**src/rtl/gray_pkg.sv**
```systemverilog
// Shared Gray-code helpers for counters and pointer synchronisers.
// Functions take 32-bit zero-extended values; callers cast to their width.
package gray_pkg;

  function automatic logic [31:0] bin2gray(input logic [31:0] b);
    return b ^ (b >> 1);
  endfunction

  // Zero upper bits make a full 32-bit prefix XOR correct for any narrower width.
  function automatic logic [31:0] gray2bin(input logic [31:0] g);
    logic [31:0] b;
    b[31] = g[31];
    for (int i = 30; i >= 0; i--) b[i] = b[i+1] ^ g[i];
    return b;
  endfunction

  function automatic logic [31:0] cnt_max(input int w);
    logic [63:0] m;
    m = (64'd1 << w) - 64'd1;
    return m[31:0];
  endfunction

endpackage

```
**src/rtl/gray_decode.sv**
```systemverilog
// Combinational Gray-to-binary decode; bit i is the XOR of gray[WIDTH-1:i].
module gray_decode #(
  parameter int WIDTH = 4
) (
  input  logic [WIDTH-1:0] gray,
  output logic [WIDTH-1:0] bin
);

  for (genvar i = 0; i < WIDTH; i++) begin : g_bit
    assign bin[i] = ^gray[WIDTH-1:i];
  end

endmodule

```
**src/rtl/gray_updn_cntr.sv**
```systemverilog
// Up/down Gray counter with clear, binary/Gray load, optional saturation
// and a registered wrap pulse. All registered outputs derive from bin_next.
module gray_updn_cntr
  import gray_pkg::*;
#(
  parameter int          WIDTH    = 4,
  parameter bit          SATURATE = 1'b0,
  parameter int unsigned INIT     = 0
) (
  input  logic             clk,
  input  logic             rst_n,
  input  logic             clr,
  input  logic             load,
  input  logic             load_is_gray,
  input  logic [WIDTH-1:0] load_val,
  input  logic             inc,
  input  logic             dec,
  output logic [WIDTH-1:0] bin,
  output logic [WIDTH-1:0] gray,
  output logic [WIDTH-1:0] bin_next,
  output logic [WIDTH-1:0] gray_next,
  output logic             at_max,
  output logic             at_min,
  output logic             wrap
);

  localparam logic [WIDTH-1:0] MAXV   = WIDTH'(cnt_max(WIDTH));
  localparam logic [WIDTH-1:0] INIT_V = WIDTH'(INIT);
  localparam logic [WIDTH-1:0] INIT_G = WIDTH'(bin2gray(32'(INIT)));

  logic [WIDTH-1:0] ld_dec;
  logic             wrap_next;

  gray_decode #(.WIDTH(WIDTH)) u_dec (
    .gray (load_val),
    .bin  (ld_dec)
  );

  // Saturation compares the current count, so the sum never needs a carry bit.
  always_comb begin
    bin_next  = bin;
    wrap_next = 1'b0;
    if (clr) begin
      bin_next = INIT_V;
    end else if (load) begin
      bin_next = load_is_gray ? ld_dec : load_val;
    end else if (inc && !dec) begin
      if (bin == MAXV) begin
        if (!SATURATE) begin
          bin_next  = '0;
          wrap_next = 1'b1;
        end
      end else begin
        bin_next = bin + 1'b1;
      end
    end else if (dec && !inc) begin
      if (bin == '0) begin
        if (!SATURATE) begin
          bin_next  = MAXV;
          wrap_next = 1'b1;
        end
      end else begin
        bin_next = bin - 1'b1;
      end
    end
  end

  assign gray_next = WIDTH'(bin2gray(32'(bin_next)));

  always_ff @(posedge clk or negedge rst_n) begin
    if (!rst_n) begin
      bin    <= INIT_V;
      gray   <= INIT_G;
      at_max <= (INIT_V == MAXV);
      at_min <= (INIT_V == '0);
      wrap   <= 1'b0;
    end else begin
      bin    <= bin_next;
      gray   <= gray_next;
      at_max <= (bin_next == MAXV);
      at_min <= (bin_next == '0);
      wrap   <= wrap_next;
    end
  end

endmodule

```
**config.mk**
```make
export PLATFORM = sky130hd
export DESIGN_NAME = gray_updn_cntr
export DESIGN_NICKNAME = d
export VERILOG_FILES = /design/src/rtl/gray_pkg.sv /design/src/rtl/gray_decode.sv /design/src/rtl/gray_updn_cntr.sv
export SDC_FILE = /design/constraint.sdc
export NUM_CORES = 1
export LEC_CHECK = 0
export ABC_AREA = 0
export CORE_MARGIN = 1
export CORE_UTILIZATION = 42
export CTS_CLUSTER_DIAMETER = 30
export CTS_CLUSTER_SIZE = 16
export DETAILED_ROUTE_END_ITERATION = 12
export GPL_TIMING_DRIVEN = 0
export PLACE_DENSITY = 0.77
export SLEW_MARGIN = 20
export SYNTH_ARGS = -nofsm -noshare
export SYNTH_HDL_FRONTEND = slang
export SYNTH_SLANG_ARGS = --single-unit
export TNS_END_PERCENT = 1
```
**constraint.sdc**
```tcl
create_clock -name clk -period 2.7 [get_ports clk]
set_input_delay 0.54 -clock clk [delete_from_list [all_inputs] [get_ports clk]]
set_output_delay 0.54 -clock clk [all_outputs]
set_load 0.01 [all_outputs]
```
=== After elaboration in Yosys (flattened, before gate mapping) ===
Index checks and enable logic that the tools add are counted.

* Mux-type cells: 13
* Add/subtract/negate cells: 2
* Shift-type cells: 0
* Reductions and logical operators: 9
* Eq/ne operators: 2
* Bitwise logic cells: 1
* Order comparisons: 0
* Multiply operators: 0
* Divide/modulo/power cells: 0

{| class="wikitable"
|+ Operator list
! cell !! number
|-
| $mux W4 || 6
|-
| $eq A4 B4 Y1 const B || 2
|-
| $logic_not A4 Y1 || 2
|-
| $mux W1 || 6
|-
| $add A4 B1 Y4 const B || 1
|-
| $reduce_xor A4 Y1 || 1
|-
| $sub A4 B1 Y4 const B || 1
|-
| $xor A4 B3 Y4 || 1
|-
| $mux W3 || 1
|-
| $reduce_xor A3 Y1 || 1
|-
| $logic_and A1 B1 Y1 || 2
|-
| $logic_not A1 Y1 || 2
|-
| $reduce_xor A2 Y1 || 1
|}

* Word-level logic and storage cells: 32
* Bits in read-only memories: 0
* Memories: 0
* Bits in latches: 0
* Output and inout port bits: 19
* Register bits after elaboration: 11
* Input bits: 11
* Bits in writable memories: 0

=== Longest topological paths before layout ===
Gate-level depths: netlist of the first run.

* Depth after elaboration: 7
* Mapped depth: 8
* Mapped depth without buffers: 8

=== Hierarchy ===
A second synthesis of the first run with hierarchy kept.

* Cell total of the unflattened synthesis: 85
* Area, all modules: 794.5 sq um

{| class="wikitable"
|+ By module, submodules not included
! module !! cells each !! area an instance (sq um) !! seq. area each (sq um) !! times used
|-
| gray_updn_cntr || 80 || 744.5 || 251.5 || 1
|-
| gray_decode || 5 || 50.0 || 0.0 || 1
|}

=== Least setup slack after synthesis of the first run ===
No wires, ideal clock.

* Path type: reg2out
* Start: register bin[0]
* End: output port gray_next[0]
* Stages on the path, launching flop included: 8
* Path buffers: 0
* Required time: 2.160 ns
* Setup slack: 0.303 ns
* Arrival: 1.857 ns
* Path through: dfrtp_1 -> inv_1 -> ha_1 -> nor3b_1 -> nor3_1 -> a2111oi_2 -> a21oi_1 -> ha_1

* Word-level cells in the longest chain between the ends: 7
* Elaborated cells between the ends (all ways): 11
* Those cells by class: 2 x add/sub; 1 x eq/ne; 6 x mux; 1 x bitwise; 1 x reduce/logical

{| class="wikitable"
|+ Ends and longest elaborated chain
! item !! RTL line !! RTL
|-
| start: declaration || gray_updn_cntr.sv:18 || <nowiki>output logic [WIDTH-1:0] bin,</nowiki>
|-
| start signal: assignment || gray_updn_cntr.sv:78 || <nowiki>bin <= bin_next;</nowiki>
|-
| $sub A4 B1 Y4 or $logic_not A4 Y1 (tied branches) || gray_updn_cntr.sv:63, gray_updn_cntr.sv:57 ||
|-
| $mux W4 || gray_updn_cntr.sv:57 || <nowiki>if (bin == '0) begin</nowiki>
|-
| $mux W4 || gray_updn_cntr.sv:56 || <nowiki>end else if (dec && !inc) begin</nowiki>
|-
| $mux W4 (*) || gray_updn_cntr.sv:47 || <nowiki>end else if (inc && !dec) begin</nowiki>
|-
| $mux W4 (*) || gray_updn_cntr.sv:45 || <nowiki>end else if (load) begin</nowiki>
|-
| $mux W4 (*) || gray_updn_cntr.sv:43 || <nowiki>if (clr) begin</nowiki>
|-
| $xor A4 B3 Y4 (*) || gray_pkg.sv:6 || <nowiki>return b ^ (b >> 1);</nowiki>
|-
| end: declaration || gray_updn_cntr.sv:21 || <nowiki>output logic [WIDTH-1:0] gray_next,</nowiki>
|}

Every way passes the cells marked *; elsewhere a longest branch is shown, timed or not.

=== Final worst setup path of the first run ===
* Start: register bin[0]
* End: output port gray_next[2]

Same word-level chain as after synthesis.

==> results of run 1 <==
[worst paths after layout]
| path | cells past startpoint | end | slack (ns) |
|---|---|---|---|
| min reg2reg | 2 | wrap | 0.77 |
| min in group clk | 2 | wrap | 0.77 |
| max reg2reg | 7 | at_max | 0.76 |
| max in group asynchronous | 1 | at_min | 1.76 |
| max | 6 | gray_next[2] | 0.07 |
| min | 1 | gray[2] | 0.59 |
[cell usage after synthesis]
cell type / n / share of area (%)
a21oi_1: 4 / 2.7
a21o_1: 1 / 1.0
buf_2: 1 / 0.67
a2111oi_2: 1 / 2.0
and2b_4: 1 / 1.3
a32o_1: 1 / 1.3
xor3_1: 1 / 3.2
xnor2_1: 3 / 3.5
and3_1: 1 / 0.84
nand4_1: 1 / 0.84
a32oi_1: 1 / 1.2
nor3b_1: 2 / 2.0
xor2_1: 2 / 2.3
and2_1: 3 / 2.5
a31oi_1: 1 / 0.84
o221ai_2: 1 / 2.0
inv_1: 4 / 2.0
nand2_1: 4 / 2.0
nand3_4: 1 / 2.3
or2b_1: 1 / 1.0
nor2b_1: 3 / 2.5
nor3_1: 2 / 1.3
a221oi_2: 1 / 2.0
nand3b_1: 1 / 1.0
dfstp_2: 1 / 3.5
o21ai_1: 2 / 1.3
a21bo_1: 1 / 1.3
or2_2: 1 / 0.84
nor2b_2: 1 / 1.2
nand4b_1: 1 / 1.2
or4_4: 1 / 1.5
ha_1: 6 / 10
buf_4: 2 / 2.0
and3b_1: 2 / 2.3
nand3_1: 2 / 1.3
dfrtp_1: 9 / 30
a21boi_0: 1 / 1.0
[worst max-delay path, delay by kind of cell (launching register included)]
kind | cells | cell delay [ns]
and+or+nand+nor | 3 | 0.79
adders and majority gates | 2 | 0.46
buffers and inverters | 1 | 0.15
DFF | 1 | 0.42
[where the power goes]
group | internal (W) | switching (W)
Combinational | 0.000126 | 0.000106
Sequential | 0.000170 | 0.0000155
Clock | 0.0000570 | 0.0000501
[per-layer routing]
layer	vias to the layer above	part of all wire (%)	global-route usage, %
li1	341	-	-
met1	354	42	24.2
met2	23	53	39.7
met3	2	4.5	6.53
met4	0	0.76	7.88
met5	-	0	0
[registers in the layout, indices dropped and copies added (netlist names)]
register,count
bin,4
wrap,1
at_max,1
at_min,1
gray,3
[metrics by stage]
stage	total power [W]	TNS (ns)	setup slack [ns]	util [%]	hold slack (ns)
global route	0.000558	-0.112	-0.0629	75.7	0.606
floorplan	0.000288	0	0.303	-	0.244
global placement	0.000390	-3.32	-0.648	66.5	0.693
finish	0.000525	0	0.0720	75.7	0.586
CTS	0.000522	-0.140	-0.0799	74.8	0.595
detailed placement	0.000395	-3.58	-0.672	66.5	0.698
[cells by family after synthesis]
logic type / after synthesis / share of synthesized area [%]
AOI/OAI and AO/OA: 15 / 16.7
adders and majority gates: 6 / 10.0
DFF: 10 / 33.6
buffers and inverters: 7 / 4.67
and+or+nand+nor: 28 / 26.0
xor gates and xnor gates: 6 / 9.02
[layout make-up]
| class | count | area, µm² |
|---|---|---|
| Buffer | 3 | 20.0 |
| Clock buffer | 4 | 26.3 |
| Fill cell | 112 | 388 |
| Inverter | 4 | 15.0 |
| Multi-Input combinational cell | 55 | 541 |
| Sequential cell | 10 | 253 |
| Tap cell | 24 | 30.0 |
| Timing Repair Buffer | 36 | 322 |
[timing repair]
item	CTS	global route
setup endpoints to repair	8	5
gates resized for setup	33	8
endpoints found under the hold margin	0	0
pin swaps	2	3
setup buffers	6	2
==> flow_metrics.tcl, run 1 <==
set metrics [dict create \
    wl_mm 1.96 \
    holdBufCountCts 0 \
    grt_start_max_net_pins 11 \
    hold_viol_final 0 \
    clock_skew_ns 0.0124 \
    dp_hpwl_mm 1.37 \
    ys_seq_area_share_pct 33.6 \
    final_cells 136 \
    grt_pass1_vias 722 \
    finalCritPeriodShare_pct 97.3 \
    synth_fp_nets 89 \
    avgSynthCellArea_um2 10.4 \
    grt_usage_pct 22.0 \
    clkTransAtPathRegs_ns 0.07 \
    syn_inst 72 \
    htree_levels 1 \
    drc 0 \
    crit_arrival_ns 2.09 \
    gp_congestion 0.771 \
    die_h_um 44.2 \
    overflow 0 \
    relSlewSlack_pct 69.2 \
    clockRootBuffer "clkbuf_4" \
    wire_per_inst_um 14.4 \
    crit_chain "ha_2 > and3b_1 > or4_4 > nand3_4 > ha_1 > buf_2" \
    cts_buffer_depth 2 \
    placed_area_um2 1060 \
    vdd_drop_max_uv 349 \
    numPortBuffers 28 \
    final_area_um2 1210 \
    slowest_delay_ns 0.49 \
    viasPerCell 5.29 \
    vias 720 \
    drtIter0Drc 10 \
    layout_commonest_cell "clkdlybuf4s50_1" \
    rsz0062_at_grt "yes" \
    synth.distinct_cells 37 \
    ys_warn_count 0 \
    reg2reg_from "bin[0]" \
    worst_setup_path_start_kind "register" \
    rows 14 \
    die_w_um 44.2 \
    end_kind "output pin" \
    die_area_um2 1960 \
    leakage_nw 0.558 \
    critPathRequiredTime_ns 2.16 \
    syn_area_um2 749 \
    cts_tree "built" \
    core_area_um2 1590 \
    clk_latency_ns 0.27 \
    drive_above_1_share_pct 35.7 \
    ioPinCount 30 \
    fmax_ghz 0.381 \
    setup_viol 0 \
    ys_ff_latch 10 \
    status "finished clean" \
    dp_cells 124 \
    grt_pass1_wl_mm 3.13 \
    cp-startpoint "bin[0]" \
    powerDensity_nw_per_um2 435 \
    diodes 0 \
    tightestPinTransition_ns 0.460 \
    hold_class "input port to async pin" \
    drt_pre_antenna_iters 4 \
    cp_max_fo 3 \
    slowest_stage "or4_4" \
    numCtsBuffers 3 \
    mostFrequentLayoutCells "clkdlybuf4s50_1, buf_4, dfrtp_1" \
    max_cap_violations 0 \
    min_period_ns 2.63 \
    cts_sinks 10 \
    ant_nets 0 \
    final_nets 130 \
    path_class "register to output pin" \
    initial_core_util_pct 47.0 \
    syn2layout_area_growth_pct 60.9 \
    antenna_found_initial 0 \
    slew_viol_final 0 \
]
Power figures use the tool's default switching activity.
==> inputs of run 2 (changes only) <==
--- a/config.mk
+++ b/config.mk
@@ -13,6 +13,7 @@
 export DETAILED_ROUTE_END_ITERATION = 12
 export GPL_TIMING_DRIVEN = 0
 export PLACE_DENSITY = 0.77
+export SETUP_SLACK_MARGIN = 0.02
 export SLEW_MARGIN = 20
 export SYNTH_ARGS = -nofsm -noshare
 export SYNTH_HDL_FRONTEND = slang
==> results of run 2 <==
No change in the layout: final DEF, timing and power equal those of run 1.
Main changes from that run: number of gates resized after CTS 33 -> 34
==> inputs of run 3 (changes only) <==
--- a/config.mk
+++ b/config.mk
@@ -6,6 +6,7 @@
 export NUM_CORES = 1
 export LEC_CHECK = 0
 export ABC_AREA = 0
+export CAP_MARGIN = 20
 export CORE_MARGIN = 1
 export CORE_UTILIZATION = 42
 export CTS_CLUSTER_DIAMETER = 30
==> results of run 3 <==
No change in the layout: final DEF, timing and power equal those of run 1.
Main changes from that run: number of gates resized after CTS 33 -> 34
